<file path="src/rtl/interrupt_csr_ctrl_pkg.sv">
// Shared constants, state encoding and helpers for the interrupt CSR bank and trap sequencer.
package interrupt_csr_ctrl_pkg;

    localparam logic [1:0] CSR_STATUS  = 2'd0;
    localparam logic [1:0] CSR_INTMASK = 2'd1;
    localparam logic [1:0] CSR_SCAUSE  = 2'd2;
    localparam logic [1:0] CSR_SIDX    = 2'd3;

    localparam int unsigned STATUS_IE  = 0;
    localparam int unsigned STATUS_PIE = 1;

    typedef enum logic [1:0] {
        StNormal,
        StEnter,
        StHandler,
        StReturn
    } state_e;

    // Lowest set bit wins; an all-zero vector yields index 0.
    function automatic logic [2:0] f_lowest_idx(input logic [7:0] v);
        logic [2:0] idx;
        idx = '0;
        for (int i = 7; i >= 0; i--) begin
            if (v[i]) idx = 3'(i);
        end
        return idx;
    endfunction

endpackage

</file>
<file path="src/rtl/interrupt_csr_ctrl_if.sv">
// CSR bus, interrupt lines and pipeline-control signals between the core and the trap sequencer.
interface interrupt_csr_ctrl_if #(
    parameter int unsigned XLEN = 32
);
    logic [7:0]      irq_in;
    logic            csr_we;
    logic [1:0]      csr_addr;
    logic [7:0]      csr_wdata;
    logic [7:0]      csr_rdata;
    logic            take_interrupt;
    logic [XLEN-1:0] ex_pc;
    logic            eret_ex;
    logic [7:0]      status;
    logic [7:0]      intmask;
    logic [7:0]      scause;
    logic            in_exception;
    logic            flush;
    logic            redirect_valid;
    logic [XLEN-1:0] redirect_pc;
    logic [XLEN-1:0] sepc;

    modport slave (
        input  irq_in, csr_we, csr_addr, csr_wdata, take_interrupt, ex_pc, eret_ex,
        output csr_rdata, status, intmask, scause, in_exception, flush, redirect_valid,
               redirect_pc, sepc
    );

    modport master (
        output irq_in, csr_we, csr_addr, csr_wdata, take_interrupt, ex_pc, eret_ex,
        input  csr_rdata, status, intmask, scause, in_exception, flush, redirect_valid,
               redirect_pc, sepc
    );
endinterface

</file>
<file path="src/rtl/interrupt_csr_ctrl_irq_edge_capture.sv">
// Rising-edge capture of interrupt lines into the pending-cause register (W1C, set wins).
module irq_edge_capture #(
    parameter int unsigned NIRQ = 8
) (
    input  logic            clk,
    input  logic            rst,
    input  logic [NIRQ-1:0] i_irq,
    input  logic            i_clr_we,
    input  logic [NIRQ-1:0] i_clr_mask,
    output logic [NIRQ-1:0] o_scause
);

    logic [NIRQ-1:0] r_irq_prev;
    logic [NIRQ-1:0] r_scause;
    logic [NIRQ-1:0] w_rise;
    logic [NIRQ-1:0] w_clr;

    assign w_rise = i_irq & ~r_irq_prev;
    assign w_clr  = i_clr_we ? i_clr_mask : '0;

    always_ff @(posedge clk) begin
        if (rst) begin
            r_irq_prev <= '0;
            r_scause   <= '0;
        end else begin
            r_irq_prev <= i_irq;
            r_scause   <= (r_scause & ~w_clr) | w_rise;
        end
    end

    assign o_scause = r_scause;

endmodule

</file>
<file path="src/rtl/interrupt_csr_ctrl.sv">
// Interrupt CSR bank plus trap entry/return sequencer driving pipeline flush and redirect.
module interrupt_csr_ctrl
    import interrupt_csr_ctrl_pkg::*;
#(
    parameter int unsigned     XLEN          = 32,
    parameter int unsigned     NIRQ          = 8,
    parameter logic [XLEN-1:0] VECTOR_BASE   = 32'h0000_0010,
    parameter int unsigned     VECTOR_STRIDE = 4
) (
    input logic                 clk,
    input logic                 rst,
    interrupt_csr_ctrl_if.slave bus
);

    state_e          r_state;
    logic [1:0]      r_status;
    logic [7:0]      r_intmask;
    logic [2:0]      r_sidx;
    logic [XLEN-1:0] r_sepc;
    logic            r_in_exception;
    logic            r_flush;
    logic            r_redirect_valid;
    logic [XLEN-1:0] r_redirect_pc;

    logic [NIRQ-1:0] w_scause;
    logic [2:0]      w_sidx;
    logic [XLEN-1:0] w_vector;
    logic            w_scause_clr;

    assign w_scause_clr = bus.csr_we && (bus.csr_addr == CSR_SCAUSE);

    irq_edge_capture #(
        .NIRQ (NIRQ)
    ) u_irq_edge_capture (
        .clk        (clk),
        .rst        (rst),
        .i_irq      (bus.irq_in),
        .i_clr_we   (w_scause_clr),
        .i_clr_mask (bus.csr_wdata),
        .o_scause   (w_scause)
    );

    assign w_sidx   = f_lowest_idx(w_scause & ~r_intmask);
    assign w_vector = VECTOR_BASE + XLEN'(VECTOR_STRIDE) * XLEN'(w_sidx);

    always_ff @(posedge clk) begin
        if (rst) begin
            r_state          <= StNormal;
            r_status         <= '0;
            r_intmask        <= '0;
            r_sidx           <= '0;
            r_sepc           <= '0;
            r_in_exception   <= 1'b0;
            r_flush          <= 1'b0;
            r_redirect_valid <= 1'b0;
            r_redirect_pc    <= '0;
        end else begin
            if (bus.csr_we && bus.csr_addr == CSR_STATUS)  r_status  <= bus.csr_wdata[1:0];
            if (bus.csr_we && bus.csr_addr == CSR_INTMASK) r_intmask <= bus.csr_wdata;
            r_flush          <= 1'b0;
            r_redirect_valid <= 1'b0;
            // Trap updates below are written later so they override a same-cycle STATUS write.
            unique case (r_state)
                StNormal: begin
                    if (bus.take_interrupt) begin
                        r_state              <= StEnter;
                        r_sepc               <= bus.ex_pc;
                        r_sidx               <= w_sidx;
                        r_status[STATUS_PIE] <= r_status[STATUS_IE];
                        r_status[STATUS_IE]  <= 1'b0;
                        r_in_exception       <= 1'b1;
                        r_flush              <= 1'b1;
                        r_redirect_valid     <= 1'b1;
                        r_redirect_pc        <= w_vector;
                    end
                end
                StEnter: r_state <= StHandler;
                StHandler: begin
                    if (bus.eret_ex) begin
                        r_state              <= StReturn;
                        r_status[STATUS_PIE] <= r_status[STATUS_PIE];
                        r_status[STATUS_IE]  <= r_status[STATUS_PIE];
                        r_flush              <= 1'b1;
                        r_redirect_valid     <= 1'b1;
                        r_redirect_pc        <= r_sepc;
                    end
                end
                StReturn: begin
                    r_state        <= StNormal;
                    r_in_exception <= 1'b0;
                end
                default: r_state <= StNormal;
            endcase
        end
    end

    always_comb begin
        bus.csr_rdata = '0;
        unique case (bus.csr_addr)
            CSR_STATUS:  bus.csr_rdata = {6'b0, r_status};
            CSR_INTMASK: bus.csr_rdata = r_intmask;
            CSR_SCAUSE:  bus.csr_rdata = w_scause;
            CSR_SIDX:    bus.csr_rdata = {5'b0, r_sidx};
            default:     bus.csr_rdata = '0;
        endcase
    end

    assign bus.status         = {6'b0, r_status};
    assign bus.intmask        = r_intmask;
    assign bus.scause         = w_scause;
    assign bus.in_exception   = r_in_exception;
    assign bus.flush          = r_flush;
    assign bus.redirect_valid = r_redirect_valid;
    assign bus.redirect_pc    = r_redirect_pc;
    assign bus.sepc           = r_sepc;

endmodule

</file>
<file path="src/flat_wrapper.sv">
// flat-port wrapper written by rule: the top's interface ports become plain ports
module interrupt_csr_ctrl_flat import interrupt_csr_ctrl_pkg::*;
#(
    parameter int unsigned     XLEN          = 32,
    parameter int unsigned     NIRQ          = 8,
    parameter logic [XLEN-1:0] VECTOR_BASE   = 32'h0000_0010,
    parameter int unsigned     VECTOR_STRIDE = 4
)
  (clk, rst, bus_irq_in, bus_csr_we, bus_csr_addr, bus_csr_wdata, bus_take_interrupt, bus_ex_pc, bus_eret_ex, bus_csr_rdata, bus_status, bus_intmask, bus_scause, bus_in_exception, bus_flush, bus_redirect_valid, bus_redirect_pc, bus_sepc);
  interrupt_csr_ctrl_if #(.XLEN(XLEN)) bus_i ();
  input logic clk;
  input logic rst;
  input wire logic [$bits(bus_i.irq_in)-1:0] bus_irq_in;
  input wire logic [$bits(bus_i.csr_we)-1:0] bus_csr_we;
  input wire logic [$bits(bus_i.csr_addr)-1:0] bus_csr_addr;
  input wire logic [$bits(bus_i.csr_wdata)-1:0] bus_csr_wdata;
  input wire logic [$bits(bus_i.take_interrupt)-1:0] bus_take_interrupt;
  input wire logic [$bits(bus_i.ex_pc)-1:0] bus_ex_pc;
  input wire logic [$bits(bus_i.eret_ex)-1:0] bus_eret_ex;
  output wire logic [$bits(bus_i.csr_rdata)-1:0] bus_csr_rdata;
  output wire logic [$bits(bus_i.status)-1:0] bus_status;
  output wire logic [$bits(bus_i.intmask)-1:0] bus_intmask;
  output wire logic [$bits(bus_i.scause)-1:0] bus_scause;
  output wire logic [$bits(bus_i.in_exception)-1:0] bus_in_exception;
  output wire logic [$bits(bus_i.flush)-1:0] bus_flush;
  output wire logic [$bits(bus_i.redirect_valid)-1:0] bus_redirect_valid;
  output wire logic [$bits(bus_i.redirect_pc)-1:0] bus_redirect_pc;
  output wire logic [$bits(bus_i.sepc)-1:0] bus_sepc;
  assign bus_i.irq_in = bus_irq_in;
  assign bus_i.csr_we = bus_csr_we;
  assign bus_i.csr_addr = bus_csr_addr;
  assign bus_i.csr_wdata = bus_csr_wdata;
  assign bus_i.take_interrupt = bus_take_interrupt;
  assign bus_i.ex_pc = bus_ex_pc;
  assign bus_i.eret_ex = bus_eret_ex;
  assign bus_csr_rdata = bus_i.csr_rdata;
  assign bus_status = bus_i.status;
  assign bus_intmask = bus_i.intmask;
  assign bus_scause = bus_i.scause;
  assign bus_in_exception = bus_i.in_exception;
  assign bus_flush = bus_i.flush;
  assign bus_redirect_valid = bus_i.redirect_valid;
  assign bus_redirect_pc = bus_i.redirect_pc;
  assign bus_sepc = bus_i.sepc;
  interrupt_csr_ctrl #(.XLEN(XLEN), .NIRQ(NIRQ), .VECTOR_BASE(VECTOR_BASE), .VECTOR_STRIDE(VECTOR_STRIDE)) u_core (.clk(clk), .rst(rst), .bus(bus_i));
endmodule
</file>
<file path="config.mk">
export PLATFORM = sky130hd
export DESIGN_NAME = interrupt_csr_ctrl_flat
export DESIGN_NICKNAME = d
export VERILOG_FILES = /design/src/rtl/interrupt_csr_ctrl_pkg.sv /design/src/rtl/interrupt_csr_ctrl_if.sv /design/src/rtl/interrupt_csr_ctrl_irq_edge_capture.sv /design/src/rtl/interrupt_csr_ctrl.sv /design/src/flat_wrapper.sv
export SDC_FILE = /design/constraint.sdc
export NUM_CORES = 1
export LEC_CHECK = 0
export CAP_MARGIN = 20
export CORE_ASPECT_RATIO = 1.5
export CORE_MARGIN = 3
export CORE_UTILIZATION = 46
export CTS_CLUSTER_DIAMETER = 60
export CTS_CLUSTER_SIZE = 28
export DETAILED_ROUTE_END_ITERATION = 7
export PLACE_DENSITY = 0.82
export SYNTH_ARGS = -nofsm -noshare
export SYNTH_HDL_FRONTEND = slang
export SYNTH_HIERARCHICAL = 1
export SYNTH_SLANG_ARGS = --single-unit
</file>
<file path="constraint.sdc">
create_clock -name clk -period 3.7 [get_ports clk]
set_input_delay 0.74 -clock clk [delete_from_list [all_inputs] [get_ports clk]]
set_output_delay 0.74 -clock clk [all_outputs]
set_load 0.1 [all_outputs]
</file>
==> impl_metrics.csv <==
group,metric,value,unit
die,die_h,118.0,um
clock_network,cts_tree,"done",
clock_network,clk_latency,0.35,ns
grt,grt_pass1_wl,17120,um
clock_network,post_cts_resized,0,
timing,rsz0062_at_grt,"false",
logic_synthesis,syn_inst,432,
clock_network,clk_pin_slew,0.06,ns
timing,worstMarginPinSlew,1.052,ns
logic_synthesis,yosysTopAreaCell,"dfxtp_1",
logic_synthesis,async_flop_share,0,
power_and_ir_drop,leakage,0.002118,uW
routing,drc,0,
routing,ant_nets,0,
clock_network,cts-buffers-inserted,9,
critical_path,crit-reg2reg-launch,"u_core/r_state[0]",
grt,grt_pass1_vias,3455,
power_and_ir_drop,pwr-share-comb,0.445,
logic_synthesis,synth-edff-count,0,
power_and_ir_drop,finalPower,4094,uW
die,rows,40,
routing,wl_per_cell,16.06,um
power_and_ir_drop,switchingPower,1876,uW
logic_synthesis,yosysUniqueCellTypes,46,
logic_synthesis,synth_common_cells,"97 x dfxtp_1, 80 x nand2_1, 50 x a21oi_1",
min_path,whs_path_depth,2,
placement,dp_hpwl,7531,um
timing,slew_headroom,0.2965,
timing,setup_viol,0,
critical_path,reg2reg_depth,7,
critical_path,arrival,2.31,ns
die,ios,154,
critical_path,cp-end-kind,"primary output",
logic_synthesis,ys_warn_count,6,
critical_path,r2r_slack,1.48,ns
clock_network,cts_hold_buf,0,
timing,period_share,0.8235,
clock_network,clockBufferDepth,2,
finish,area_delta_synth_final,48.57,%
clock_network,post_cts_buffers,0,
routing,wirelength,10860,um
timing,slew_viol_final,0,
finish,n_antenna_cell,0,
logic_synthesis,post-synth-top-count-cell,"dfxtp_1",
finish,nets,624,
placement,portBuffers,147,
power_and_ir_drop,irDropWorstVdd,0.3249,mV
timing,tns,0,ns
logic_synthesis,ys_seq_area_frac,0.5052,
timing,period_needed,3.047,ns
routing,dr.pass1.iters,4,
logic_synthesis,syn_area_per_cell,8.897,um^2
outcome,status,"completed",
run,maxCapViolations,0,
die,core,8058,um^2
min_path,worstHoldStart,"u_core/bus.redirect_pc[5]",
critical_path,critPathCapture,"bus_csr_rdata[7]",
logic_synthesis,yosys_register_bits,97,
timing,hold_violations,0,
routing,via_per_inst,5.314,
power_and_ir_drop,p_int,2218,uW
die,start_util,0.4770,
die,dieArea,9511,um^2
power_and_ir_drop,p_sw_frac,0.4582,
clock_network,cts_sinks,97,
logic_synthesis,synth.top_cell.area_share,0.5052,
critical_path,worstPathRequired,2.96,ns
logic_synthesis,syn_area,3844,um^2
critical_path,crit_start,"bus_csr_addr[0]",
grt,grt_max_degree,67,
power_and_ir_drop,clockPowerShare,0.244,
die,die_x,80.64,um
timing,finClkSkew,0.009618,ns
placement,place.gp.congestion,0.8299,
power_and_ir_drop,p_seq_frac,0.310,
min_path,hold_path.class,"flip-flop to flip-flop",
grt,antenna_found_initial,0,
grt,grt-ovfl-total,0,
clock_network,cts-root-buf,"clkbuf_16",
logic_synthesis,synth.top_cells.by_area,"dfxtp_1 51%, nand2_1 7.8%, a21oi_1 6.5%",
routing,drt_iter0_drc,251,
logic_synthesis,synth-main-ff-cell,"dfxtp_1",
finish,drive_gt1_frac,0.08581,
finish,final_cell_count_no_fill,676,
power_and_ir_drop,p_per_area,717.0,nW/um^2
clock_network,h-tree-depth,3,
critical_path,setup.worst_path.start_class,"input port",
timing,timing.fmax,0.3282,GHz
critical_path,worstSetupPathType,"input port to primary output",
critical_path,worst-path-max-fanout,10,
grt,grt_usage,0.2295,
routing,routed-via-count,3592,
placement,dpl.cell_count,660,
critical_path,r2r-end,"u_core/bus.redirect_pc[8]",
cells by family after synthesis:
logic type / synth area share
AO/OA/AOI/OAI: 0.2103
adder cells (fa/ha/maj): 0.009767
buffers and inverters: 0.05696
flip-flops: 0.5052
multiplexers: 0.01856
other: 0.0009756
AND/OR/NAND/NOR: 0.1982
worst min path at each step:
stage                                end  slack [ns]
2_1_floorplan           u_core/r_sidx[1]        0.43
3_3_place_gp         u_core/bus.sepc[27]        0.46
3_5_place_dp   u_core/bus.redirect_pc[5]        0.45
4_1_cts        u_core/bus.redirect_pc[5]        0.46
5_1_grt               u_core/bus.sepc[2]        0.49
6_report       u_core/bus.redirect_pc[5]        0.46
area by class of cell:
type                            count  area [um^2]
Tap cell                          105        131.4
Clock buffer                        9        225.2
Clock inverter                      7        100.1
Fill cell                         616         2347
Multi-Input combinational cell    296         1702
Sequential cell                    97         1942
Inverter                            9        33.78
Timing Repair Buffer              153         1577
critical path, stage by stage:
cell and delay, ns:
clkdlybuf4s50_1 0.59, nor2b_1 0.34, buf_4 0.24, a22o_1 0.21, buf_12 0.19
per-stage QoR:
step                      hold slack [ns]  utilization  cell area, um^2  setup WS, ns
after floorplan                    0.4332            -             3862        0.8710
after global placement             0.4556       0.6665             5370        0.7131
after detailed placement           0.4488       0.6683             5385        0.6713
after CTS                          0.4587       0.7087             5710        0.6595
after global routing               0.4873       0.7087             5710        0.5628
final                              0.4583       0.7087             5710        0.6531
power by group through the flow:
stage	logic [uW]	registers, uW	clock network (uW)
after floorplan	642	2040	0
final	1820	1270	1000
after global routing	1920	1290	1070
after detailed placement	1820	1290	0
after CTS	1830	1270	1020
after global placement	1800	1290	0
layer usage:
layer,vias up,routed length (um),GRT usage
met5,-,0,0
met4,0,220,0.08034
met3,15,794,0.05666
met2,145,5651,0.3973
met1,1693,4193,0.2698
li1,1739,-,-
flip-flops by register name, summed over array words and instances, names as in the netlist:
register	flops
u_core/bus.in_exception	1
u_core/bus.intmask	8
u_core/bus.redirect_pc	32
u_core/bus.redirect_valid	1
u_core/bus.sepc	32
u_core/r_sidx	3
u_core/r_state	2
u_core/r_status	2
u_core/u_irq_edge_capture/o_scause	8
u_core/u_irq_edge_capture/r_irq_prev	8
layout by cell type (no fill, tap or decap), types with 8 or more instances in the layout:
| cell type | synthesis | final |
|---|---|---|
| nand2_1 | 80 | 80 |
| a22oi_1 | 29 | 29 |
| dfxtp_1 | 97 | 97 |
| nor2_1 | 31 | 31 |
| clkbuf_16 | 0 | 9 |
| nand2b_1 | 12 | 12 |
| a21oi_1 | 50 | 50 |
| clkdlybuf4s50_1 | 0 | 138 |
| buf_4 | 7 | 8 |
| inv_1 | 9 | 9 |
| nor2b_1 | 15 | 15 |
| nand3_1 | 9 | 9 |
| a21bo_1 | 8 | 8 |
| a21oi_2 | 8 | 8 |
Power figures use the tool's default switching activity.
